File: src/rtl/ca3_attractor_memory.sv
// Hebbian attractor memory gated by a theta phase reference: learns patterns on theta peaks,
// recalls by iterative settling on troughs, and slowly forgets weights after idle troughs.
module ca3_attractor_memory #(
    parameter int WIDTH          = 18,
    parameter int FRAC           = 14,
    parameter int N_UNITS        = 6,
    parameter int WEIGHT_W       = 8,
    parameter int LEARN_RATE     = 2,
    parameter int WEIGHT_MAX     = 100,
    parameter int DECAY_RATE     = 1,
    parameter int DECAY_INTERVAL = 10,
    parameter int RECALL_ITERS   = 4,
    parameter int THETA_THR      = 12288,
    parameter int THETA_HYST     = 4096
) (
    input  logic                    clk,
    input  logic                    rst_n,
    input  logic                    clk_en_i,
    input  logic signed [WIDTH-1:0] theta_x_i,
    input  logic [N_UNITS-1:0]      pattern_in_i,
    input  logic                    clear_i,
    output logic [N_UNITS-1:0]      phase_pattern_o,
    output logic                    learning_o,
    output logic                    recalling_o,
    output logic                    decaying_o,
    output logic                    settled_o,
    output logic [3:0]              debug_state_o
);

    localparam int IW    = $clog2(N_UNITS);
    localparam int ACC_W = WEIGHT_W + $clog2(N_UNITS) + 1;
    localparam int TW    = 16;

    localparam logic signed [WIDTH-1:0] ThrHi     = WIDTH'(THETA_THR);
    localparam logic signed [WIDTH-1:0] ThrLo     = WIDTH'(-THETA_THR);
    localparam logic signed [WIDTH-1:0] LearnExit = WIDTH'(THETA_THR - THETA_HYST);
    localparam logic signed [WIDTH-1:0] TroughExit = WIDTH'(-THETA_THR + THETA_HYST);
    localparam logic [IW-1:0] LastIdx   = IW'(N_UNITS - 1);
    localparam logic [IW-1:0] PenIdx    = IW'(N_UNITS - 2);
    localparam logic [3:0]    LastPass  = 4'(RECALL_ITERS - 1);
    localparam logic [TW-1:0] TroughLim = TW'(DECAY_INTERVAL);

    if (N_UNITS < 2 || N_UNITS > 16) begin : g_chk_units
        $error("N_UNITS must be within 2..16");
    end
    if (RECALL_ITERS < 1 || RECALL_ITERS > 15) begin : g_chk_iters
        $error("RECALL_ITERS must be within 1..15");
    end
    if (WEIGHT_MAX >= (1 << (WEIGHT_W - 1))) begin : g_chk_wmax
        $error("WEIGHT_MAX must fit in WEIGHT_W signed bits");
    end
    if (FRAC >= WIDTH) begin : g_chk_frac
        $error("FRAC must be below WIDTH");
    end

    typedef enum logic [3:0] {
        StIdle       = 4'd0,
        StLearn      = 4'd1,
        StLearnDone  = 4'd2,
        StRecallAcc  = 4'd3,
        StRecallUpd  = 4'd4,
        StRecallDone = 4'd5,
        StDecay      = 4'd6,
        StDecayDone  = 4'd7,
        StClear      = 4'd8
    } state_e;

    state_e state_q, state_d;

    logic signed [WEIGHT_W-1:0] w_q [N_UNITS][N_UNITS];
    logic signed [ACC_W-1:0]    acc_q [N_UNITS];
    logic signed [ACC_W-1:0]    acc_d [N_UNITS];
    logic [N_UNITS-1:0]         s_q, s_d, pp_q;
    logic [IW-1:0]              pi_q, pj_q, col_q;
    logic [3:0]                 pass_q;
    logic [TW-1:0]              trough_q;
    logic                       arm_q, settled_q;
    logic signed [WEIGHT_W-1:0] pair_w_d;

    logic theta_hi, theta_lo, pat_nz, last_pair, converged, last_pass;

    assign theta_hi  = theta_x_i > ThrHi;
    assign theta_lo  = theta_x_i < ThrLo;
    assign pat_nz    = |pattern_in_i;
    assign last_pair = (pi_q == PenIdx) && (pj_q == LastIdx);
    assign converged = (s_d == s_q);
    assign last_pass = (pass_q == LastPass);

    // Shared pair datapath: decay shrinks magnitude toward zero, learning adds a saturating step.
    always_comb begin : pair_update
        int sum;
        sum = int'(w_q[pi_q][pj_q]);
        if (state_q == StDecay) begin
            if (sum > 0) sum = (sum > DECAY_RATE) ? sum - DECAY_RATE : 0;
            else if (sum < 0) sum = (sum < -DECAY_RATE) ? sum + DECAY_RATE : 0;
        end else begin
            sum = (pattern_in_i[pi_q] == pattern_in_i[pj_q]) ? sum + LEARN_RATE
                                                             : sum - LEARN_RATE;
            if (sum > WEIGHT_MAX) sum = WEIGHT_MAX;
            else if (sum < -WEIGHT_MAX) sum = -WEIGHT_MAX;
        end
        pair_w_d = WEIGHT_W'(sum);
    end

    always_comb begin : recall_math
        s_d = s_q;
        for (int i = 0; i < N_UNITS; i++) begin
            acc_d[i] = s_q[col_q] ? acc_q[i] + ACC_W'(w_q[i][col_q])
                                  : acc_q[i] - ACC_W'(w_q[i][col_q]);
            if (acc_q[i][ACC_W-1]) s_d[i] = 1'b0;
            else if (acc_q[i] != '0) s_d[i] = 1'b1;
        end
    end

    always_ff @(posedge clk or negedge rst_n) begin
        if (!rst_n) state_q <= StIdle;
        else if (clk_en_i) state_q <= state_d;
    end

    always_comb begin : next_state
        state_d = state_q;
        if (clear_i) begin
            state_d = StClear;
        end else begin
            case (state_q)
                StIdle: begin
                    if (theta_hi && pat_nz) state_d = StLearn;
                    else if (theta_lo && pat_nz) state_d = StRecallAcc;
                    else if (theta_lo && trough_q >= TroughLim) state_d = StDecay;
                end
                StLearn:      if (last_pair) state_d = StLearnDone;
                StLearnDone:  if (theta_x_i < LearnExit) state_d = StIdle;
                StRecallAcc:  if (col_q == LastIdx) state_d = StRecallUpd;
                StRecallUpd:  state_d = (converged || last_pass) ? StRecallDone : StRecallAcc;
                StRecallDone: if (theta_x_i > TroughExit) state_d = StIdle;
                StDecay:      if (last_pair) state_d = StDecayDone;
                StDecayDone:  if (theta_x_i > TroughExit) state_d = StIdle;
                default:      state_d = StIdle;
            endcase
        end
    end

    always_comb begin : outputs
        learning_o      = (state_q == StLearn);
        recalling_o     = (state_q == StRecallAcc) || (state_q == StRecallUpd);
        decaying_o      = (state_q == StDecay);
        settled_o       = settled_q;
        phase_pattern_o = pp_q;
        debug_state_o   = state_q;
    end

    always_ff @(posedge clk or negedge rst_n) begin
        if (!rst_n) begin
            for (int i = 0; i < N_UNITS; i++) begin
                acc_q[i] <= '0;
                for (int j = 0; j < N_UNITS; j++) w_q[i][j] <= '0;
            end
            s_q       <= '0;
            pp_q      <= '0;
            pi_q      <= '0;
            pj_q      <= IW'(1);
            col_q     <= '0;
            pass_q    <= '0;
            trough_q  <= '0;
            arm_q     <= 1'b1;
            settled_q <= 1'b0;
        end else if (clk_en_i) begin
            // Troughs only count after a peak has re-armed the edge detector.
            if (theta_hi) begin
                arm_q <= 1'b1;
            end else if (theta_lo) begin
                arm_q <= 1'b0;
                if (arm_q && !pat_nz && trough_q < TroughLim) trough_q <= trough_q + 1'b1;
            end
            if (state_q == StDecayDone && state_d == StIdle) trough_q <= '0;

            if (state_q == StLearn || state_q == StDecay) begin
                w_q[pi_q][pj_q] <= pair_w_d;
                w_q[pj_q][pi_q] <= pair_w_d;
                if (pj_q == LastIdx) begin
                    pi_q <= pi_q + 1'b1;
                    pj_q <= pi_q + IW'(2);
                end else begin
                    pj_q <= pj_q + 1'b1;
                end
            end else begin
                pi_q <= '0;
                pj_q <= IW'(1);
            end

            if (state_q == StClear) begin
                for (int i = 0; i < N_UNITS; i++)
                    for (int j = 0; j < N_UNITS; j++) w_q[i][j] <= '0;
            end

            case (state_q)
                StIdle: begin
                    if (state_d == StRecallAcc) begin
                        s_q    <= pattern_in_i;
                        pass_q <= '0;
                        col_q  <= '0;
                        for (int i = 0; i < N_UNITS; i++) acc_q[i] <= '0;
                    end
                end
                StRecallAcc: begin
                    for (int i = 0; i < N_UNITS; i++) acc_q[i] <= acc_d[i];
                    col_q <= col_q + 1'b1;
                end
                StRecallUpd: begin
                    s_q    <= s_d;
                    pp_q   <= s_d;
                    col_q  <= '0;
                    pass_q <= pass_q + 1'b1;
                    for (int i = 0; i < N_UNITS; i++) acc_q[i] <= '0;
                    if (converged || last_pass) settled_q <= converged;
                end
                default: ;
            endcase
        end
    end

endmodule

File: config.mk
export PLATFORM = sky130hd
export DESIGN_NAME = ca3_attractor_memory
export DESIGN_NICKNAME = d
export VERILOG_FILES = /design/src/rtl/ca3_attractor_memory.sv
export SDC_FILE = /design/constraint.sdc
export NUM_CORES = 1
export LEC_CHECK = 0
export CAP_MARGIN = 5
export CORE_AREA = 2 2 171 241
export DETAILED_ROUTE_END_ITERATION = 7
export DIE_AREA = 0 0 173 243
export GPL_ROUTABILITY_DRIVEN = 0
export PLACE_DENSITY = 0.89
export SYNTH_ARGS = -nofsm -noshare
export SYNTH_HDL_FRONTEND = slang
export SYNTH_SLANG_ARGS = --single-unit
File: constraint.sdc
create_clock -name clk -period 13.4 [get_ports clk]
set_input_delay 2.01 -clock clk [delete_from_list [all_inputs] [get_ports clk]]
set_output_delay 2.01 -clock clk [all_outputs]
set_load 0.01 [all_outputs]
* After elaboration in Yosys (flattened, before gate mapping) *
Cells that the tools add are included.

word-level totals
  memory bits (writable) = 0
  memories kept = 0
  word-level logic and storage cells = 249
  bits in latches = 0
  bits in read-only memories = 0
  flip-flop bits (word level) = 407

operators by class
  reduce and logical (&&, ||, !) cells = 37
  order comparisons = 20
  multipliers = 0
  equal/unequal tests = 18
  bitwise gates (word level) = 3
  shift operators = 0
  $add $sub $neg = 22
  div/mod/pow operators = 0
  multiplexer cells = 97

operators with widths
  cell                  number
  $bwmux 288            2
  $mux 288              2
  $demux 48 s3          2
  $pmux 72 s3           1
  $mux 48               4
  $mux 8                23
  $bmux 8 s3            7
  $bmux 48 s3           1
  $add 12x8->12         6
  $mux 12               6
  $mux 72               1
  $reduce_bool 12->1    6
  $sub 12x8->12         6
  $mux 16               4
  $demux 8 s3           2
  $mux 4                10
  $lt 18x15->1 const B  2
  $gt 32x8->1 const B   1
  $lt 32x8->1 const B   1
  $mux 32               1
  $pmux 4 s7            1
  $gt 18x14->1 const B  1
  $gt 18x15->1 const B  1
  $mux 3                6
  other kinds (43)      100

* Longest topological paths before layout *
  depth in word-level cells = 17
  depth in mapped cells = 23
  mapped depth without buffers = 18

* Worst setup path before layout *
No wires, ideal clock.

  path kind = input port to flip-flop
  from = input port pattern_in_i[3]
  to = register w_q[97] (netlist name)
  path slack = 7740 ps
  library setup time = 130 ps
  required time = 13270 ps
  stages = 16
  data arrival time = 5530 ps
  path through = mux4_2 nand2_1 o31a_1 xor2_1 ha_1 nor2b_1 o21ai_0 a21boi_0 o21a_1 o21ai_0 nand2_1 a22oi_2 nor4_1 nor4_4 buf_6 o21ai_1

on the way
  cells in the longest elaborated chain, start to end = 12
  elaborated cells on any way between the ends = 15
  those cells by class = order compare: 2; eq/ne: 1; mux: 12

ends and longest elaborated chain
  what                            line  text
  start: declaration              20    input logic [N_UNITS-1:0] pattern_in_i,
  $bmux 1 s3                      97    sum = (pattern_in_i[pi_q] == pattern_in_i[pj_q]) ? sum + LEARN_RATE
  $mux 1 (implied by the code)    97
  $eq 1x1->1 (*)                  97
  $mux 32 (*)                     97
  $lt 32x8->1                     100   else if (sum < -WEIGHT_MAX) sum = -WEIGHT_MAX;
  $mux 8                          100
  $mux 8 (*)                      99    if (sum > WEIGHT_MAX) sum = WEIGHT_MAX;
  $mux 8 (*)                      93    if (state_q == StDecay) begin
  $bwmux 288                      178   w_q[pi_q][pj_q] <= pair_w_d;
  $bwmux 288 (*)                  179   w_q[pj_q][pi_q] <= pair_w_d;
  $mux 288 (*)                    177   if (state_q == StLearn || state_q == StDecay) begin
  $mux 288 (*)                    191   if (state_q == StClear) begin
  end signal: indexed assignment  178
  end signal: indexed assignment  179
  end: declaration                70    logic signed [WEIGHT_W-1:0] w_q [N_UNITS][N_UNITS];

Every way passes the cells marked *; elsewhere a longest branch is shown, timed or not. The select of a mux whose other input is x is not followed.
A chain may end at the register's enable or synchronous reset.

* Final worst setup path *
  from = input port pattern_in_i[3]
  to = register w_q[232] (netlist name)

Same word-level chain as after synthesis.

==> impl_metrics.tcl <==
set metrics [dict create \
    status "finished, violations left" \
    violations "DRC" \
    synth-edff-count 0 \
    slew_viol_final 0 \
    fin_util_pct 69.21 \
    async_flop_share_pct 100.0 \
    clk_latency_ns 0.60 \
    hold_viol 0 \
    max_slew_margin_pct 10.01 \
    yosys_warnings 0 \
    mostFrequentLayoutCell "dfrtp_1" \
    cts_made_buffers 40 \
    io_buffer_count 41 \
    antennaDiodeCount 0 \
    synth-seq-cells 407 \
    final_cell_mix "401 x dfrtp_1, 385 x nand2_1, 174 x nor2_1" \
    routedWlPerCell_um 26.87 \
    ir_drop_v 0.00008124 \
    hpwl_um 55420 \
    synth_seq_area_share_pct 39.73 \
    antenna_found_initial 2 \
    finalSetupViolCount 0 \
    start_util_pct 64.36 \
    die-height_um 243 \
    cp_cell_sequence "clkdlybuf4s50_1 > mux4_2 > nand2_1 > o31a_1 > xor2_1 > ha_1 > nor2b_1 > o21ai_0 > a21boi_0 > o21a_1 > o21ai_0 > nand2_1 > a22oi_2 > nand2_2 > a41oi_4 > o21ai_0" \
    rsz0062_at_grt "false" \
    clock_skew_ns 0.02526 \
    die-area_mm2 0.04204 \
    cts_tree "done" \
    synthesis.area_mm2 0.02564 \
    grt_use_total_pct 41.16 \
    via_per_inst 7.435 \
    ant_nets 0 \
    arrival_ns 7.87 \
    cts_resized 0 \
    synthCells 2676 \
    fin_crit_ns 7.445 \
    startpoint_type "input port" \
    maxCapViolCount 0 \
    clk_pin_slew_ns 0.06 \
    post_cts_buffers 0 \
    final_cells 3193 \
    drt_iter0_markers 3978 \
    finalCritPeriodShare_pct 55.56 \
    clk_path_buf_depth 3 \
    num_vias 23740 \
    drive_above_1_share_pct 9.891 \
    yosysTopAreaCell "dfrtp_1" \
    dr.pass1.iters 8 \
    ctsHoldBuffers 0 \
    wl_um 85800 \
    syn_to_final_growth_pct 7.528 \
    syn_avg_cell_area_um2 9.583 \
    cp.required_ns 13.82 \
    crit_slowest_cell "xor2_1" \
    max_freq_ghz 0.1343 \
    crit_path_max_fanout 36 \
    dpl.cell_count 3120 \
    tightest_slew_ns 1.341 \
    crit_top_cell "o21ai_0" \
    fillers 2734 \
    grt-ovfl-total 0 \
    synth.area.top_cells "dfrtp_1 40%, mux4_2 8.1%, nand2_1 5.6%" \
    final_nets 2758 \
    syn_nets 2806 \
    slowest_delay_ns 0.99 \
    p_per_area_mw_per_mm2 105.4 \
    fin_ws_ns 5.955 \
    worstHoldPathType "flip-flop to flip-flop" \
    cts-root-buf "clkbuf_16" \
    p_leak_nw 11.91 \
    clock-sinks 407 \
    grt_pass1_wl_um 133300 \
    cp-end-kind "flip-flop" \
    grt_pass1_vias 24010 \
    netlist.area_leader.share_pct 39.52 \
    setup.worst_path.class "input port to flip-flop" \
    synth_ff_type "dfrtp_1" \
    dp_slack_ns 5.846 \
    grt_start_max_net_pins 101 \
    finalSetupTns_ns 0 \
    coreArea_mm2 0.03984 \
    drc 1 \
    synth_cell_types 94 \
    ios 42 \
    dieWidth_um 173 \
    htree_levels 2 \
    row_count 87 \
]
==> metrics by stage <==
step	hold slack (ns)	cell area (um^2)	power [mW]
floorplan	0.4607	25640	1.578
global placement	0.4637	26220	1.694
detailed placement	0.4639	26220	1.710
CTS	0.4801	27570	2.870
global route	0.5064	27570	2.979
finish	0.4799	27570	2.907
==> critical path: cells and delay by family <==
family / cells / cell delay [ns]
AO/OA/AOI/OAI: 8 / 2.72
XOR/XNOR: 1 / 0.99
adder cells (fa/ha/maj): 1 / 0.49
buffers and inverters: 1 / 0.49
multiplexers: 1 / 0.52
AND/OR/NAND/NOR: 4 / 0.61
==> sequential cells by signal, indices dropped and copies added (netlist names) <==
name / cells
phase_pattern_o: 6
debug_state_o: 4
pi_q: 3
arm_q: 1
col_q: 3
pj_q: 3
trough_q: 16
acc_q: 72
w_q: 288
s_q: 6
pass_q: 4
settled_o: 1
==> area by class of cell <==
cell class	count	area (um^2)	area share [%]
inverters	89	334.1	1.212
multi-input cells	2005	14270	51.77
clock buffers	63	1219	4.420
repair buffers	85	745.7	2.704
flip-flops and latches	407	10200	36.99
well taps	534	668.1	2.423
clock inverters	10	132.6	0.4810
==> power by group <==
part           internal [mW]  switching (mW)
clock network          0.683           0.508
registers               1.24          0.0245
logic                  0.114           0.334
total                   2.04           0.866
==> final timing paths <==
check,from,endpoint,slack [ns],cells after the start
worst max-delay path,pattern_in_i[3],w_q[232]$_DFFE_PN0P_,5.95,16
worst min-delay path,phase_pattern_o[5]$_DFFE_PN0P_,phase_pattern_o[5]$_DFFE_PN0P_,0.48,2
worst max register to register,pi_q[1]$_DFFE_PN0P_,w_q[232]$_DFFE_PN0P_,6.32,17
worst min register to register,phase_pattern_o[5]$_DFFE_PN0P_,phase_pattern_o[5]$_DFFE_PN0P_,0.48,2
max in group asynchronous,rst_n,w_q[25]$_DFFE_PN0P_,9.83,3
min in group asynchronous,rst_n,pass_q[3]$_DFFE_PN0P_,1.42,1
==> layer usage <==
| layer | share of wire (%) | vias to the layer above | routed length [um] | global-route usage (%) |
|---|---|---|---|---|
| met2 | 46 | 2042 | 39190 | 63.74 |
| met3 | 13 | 691 | 11360 | 14.80 |
| met5 | 0.15 | - | 125 | 2.083 |
| met4 | 9.3 | 8 | 8002 | 32.95 |
| met1 | 32 | 11340 | 27120 | 45.72 |
| li1 | - | 9661 | - | - |
==> cells by family (layout without fill, tap and decap cells) <==
kind of cell | Yosys count | count (layout) | share of synthesized area [%]
compound gates | 744 | 744 | 18.70
xor+xnor | 96 | 96 | 3.279
fa+ha+maj | 103 | 103 | 5.221
buf+inv | 264 | 247 | 4.767
mux | 218 | 218 | 13.09
flops | 407 | 407 | 39.73
simple gates | 844 | 844 | 15.21
==> cells in the mapped netlist (18+ instances only) <==
master	instances
ha_1	95
a21o_1	30
buf_2	35
o21ai_1	122
nor3_1	18
o22ai_1	52
inv_1	85
and3_1	41
and2_1	18
buf_6	18
o31ai_1	38
clkbuf_1	98
mux2i_1	116
a22o_1	63
nand2_1	385
nor2_1	180
nand3_1	69
nor4_1	31
o21ai_0	168
a21oi_1	110
mux4_2	92
xnor2_1	59
xor2_1	37
dfrtp_1	405
a31oi_1	29
No activity file was read; power rests on OpenSTA's default activity.
==> RTL edit: new RTL, same flow settings <==
Change the localparam `TW` from 16 to 17.
--- a/src/rtl/ca3_attractor_memory.sv
+++ b/src/rtl/ca3_attractor_memory.sv
@@ -31,3 +31,3 @@
     localparam int ACC_W = WEIGHT_W + $clog2(N_UNITS) + 1;
-    localparam int TW    = 16;
+    localparam int TW    = 17;
 
Check against the original RTL: not settled (the Yosys comparison gave no result); the edit may change what the design does.
==> RTL edit against the original RTL <==
The run still ends with DRC left; wire length down 1.8%; sequential cell count is 1 higher; final area grew 0.15%; setup slack got worse by 0.11 ns; fmax is 1.5% lower; utilization is 0.11 points higher; synthesized area is 0.17% lower; clock skew shrank 0.0025 ns.
Power is not compared: it rests on default switching activity, and its combinational part moved more than twofold at a synthesized area within 25%.
==> RTL edit: results (changes against the original RTL) <==
Yosys
  • Area contributors post-synth: dfrtp_1, mux4_2, o21ai_0, nand2_1, ha_1
  • Distinct cell type count after synthesis: 90 (-4.3%)
  • Syn nets: 2,836 (+1.1%)
  • Top post-synthesis cells by count: dfrtp_1, nand2_1, o21ai_0
  • Post-Synthesis Cells: 2,706 (+1.1%)
  • Sequential share of the synthesized area: 0.399 (+0.00164)

Global routing
  • Met3 usage in global routing: 0.139 (-0.00877)
  • Pin count of the biggest net entering global routing: 173 (+71%)
  • Met1 Use GR: 0.459 (+0.00144)
  • Gr usage total: 0.401 (-0.0109)
  • Global-route met2 utilization: 0.627 (-0.0101)
  • First-pass GRT wire length: 131 mm (-1.6%)
  • Vias in the first global route: 23,200 (-3.3%)

Place
  • Cell Count Post-Placement: 3,149 (+0.93%)
  • Post-detail-place hpwl: 55.6 mm (+0.39%)
  • Port bufs: 41 (unchanged)
  • Post-DP Area: 26,300 um2 (+0.38%)
  • Pre-CTS setup slack: 5.96 ns (+0.118 ns)

Power and ir drop
  • Clock Power: 1140 uW

STA
  • Final hold vios: 0 (unchanged)
  • Final period utilization: 0.564 (+0.00858)
  • Clock Skews: 0.0228 ns (-0.00246 ns)
  • Slew headroom: 0.0925 (-0.00757)

Clocking
  • Worst skew pair latency: 0.58 ns (-0.02 ns)
  • Clock Tree Buf Depth: 3 (unchanged)
  • PostCTS Resize Cnt: 0 (unchanged)

Critical path
  • CP Max Fanout: 51 (+42%)
  • Worst EP arrival: 7.93 ns (+0.06 ns)
  • Register-to-Register Setup Slack: 5.84 ns (-0.48 ns)
  • Critical path class: flop to flop
  • R2R Path End: w_q[64]$_DFFE_PN0P_
  • Depth of the most critical reg-to-reg path: 18 (+1)
  • Slowest CP cell: o21ai_2

Finish
  • Layout cells sized above 1: 0.100 (+0.00117)
  • Layout fillers: 2,790 (+2.0%)
  • Biggest regs: w_q (288), acc_q (72), trough_q (17)

Drt
  • Routed WL: 84.3 mm (-1.8%)
  • DR DRC count: 11 (+10)
  • Via count: 23,500 (-0.85%)
  • Drt wl/cell: 26.1 um (-2.7%)

Outcome
  • Outcome: complete, but fails checks
  • Failing checks: DRC
## RTL edit: how the worst min path moves through the flow
stage / slack, ns / start / end
after floorplan: 0.45 / trough_q[16]$_DFFE_PN0P_ / trough_q[16]$_DFFE_PN0P_
after global placement: 0.46 / phase_pattern_o[0]$_DFFE_PN0P_ / phase_pattern_o[0]$_DFFE_PN0P_
after detailed placement: 0.48 / phase_pattern_o[4]$_DFFE_PN0P_ / phase_pattern_o[4]$_DFFE_PN0P_
after CTS: 0.49 / phase_pattern_o[4]$_DFFE_PN0P_ / phase_pattern_o[4]$_DFFE_PN0P_
after global routing: 0.52 / phase_pattern_o[4]$_DFFE_PN0P_ / phase_pattern_o[4]$_DFFE_PN0P_
final: 0.49 / phase_pattern_o[4]$_DFFE_PN0P_ / phase_pattern_o[4]$_DFFE_PN0P_
## RTL edit: kinds of logic after synthesis
logic type               share of synthesized area
XOR/XNOR                                    0.0342
AO/OA/AOI/OAI                                0.193
buffers and inverters                       0.0425
flip-flops                                   0.399
AND/OR/NAND/NOR                              0.151
adder cells (fa/ha/maj)                     0.0519
multiplexers                                 0.128
## RTL edit: final cells by class
| type | count | area (um2) | share of cell area |
|---|---|---|---|
| antenna | 1 | 2.50 | 0.0000906 |
| clock buffer | 57 | 1140 | 0.0415 |
| clock inverter | 16 | 146 | 0.00530 |
| inverter | 80 | 300 | 0.0109 |
| multi-input combinational | 2042 | 14400 | 0.520 |
| sequential | 408 | 10200 | 0.370 |
| tap | 534 | 668 | 0.0242 |
| timing repair buffer | 85 | 758 | 0.0275 |
## RTL edit: metal layers
metal  up-vias  share of wire
met3       618           0.13
met4         2          0.087
met2      1912           0.46
met1     11200           0.33
met5         -        0.00019
li1       9765              -
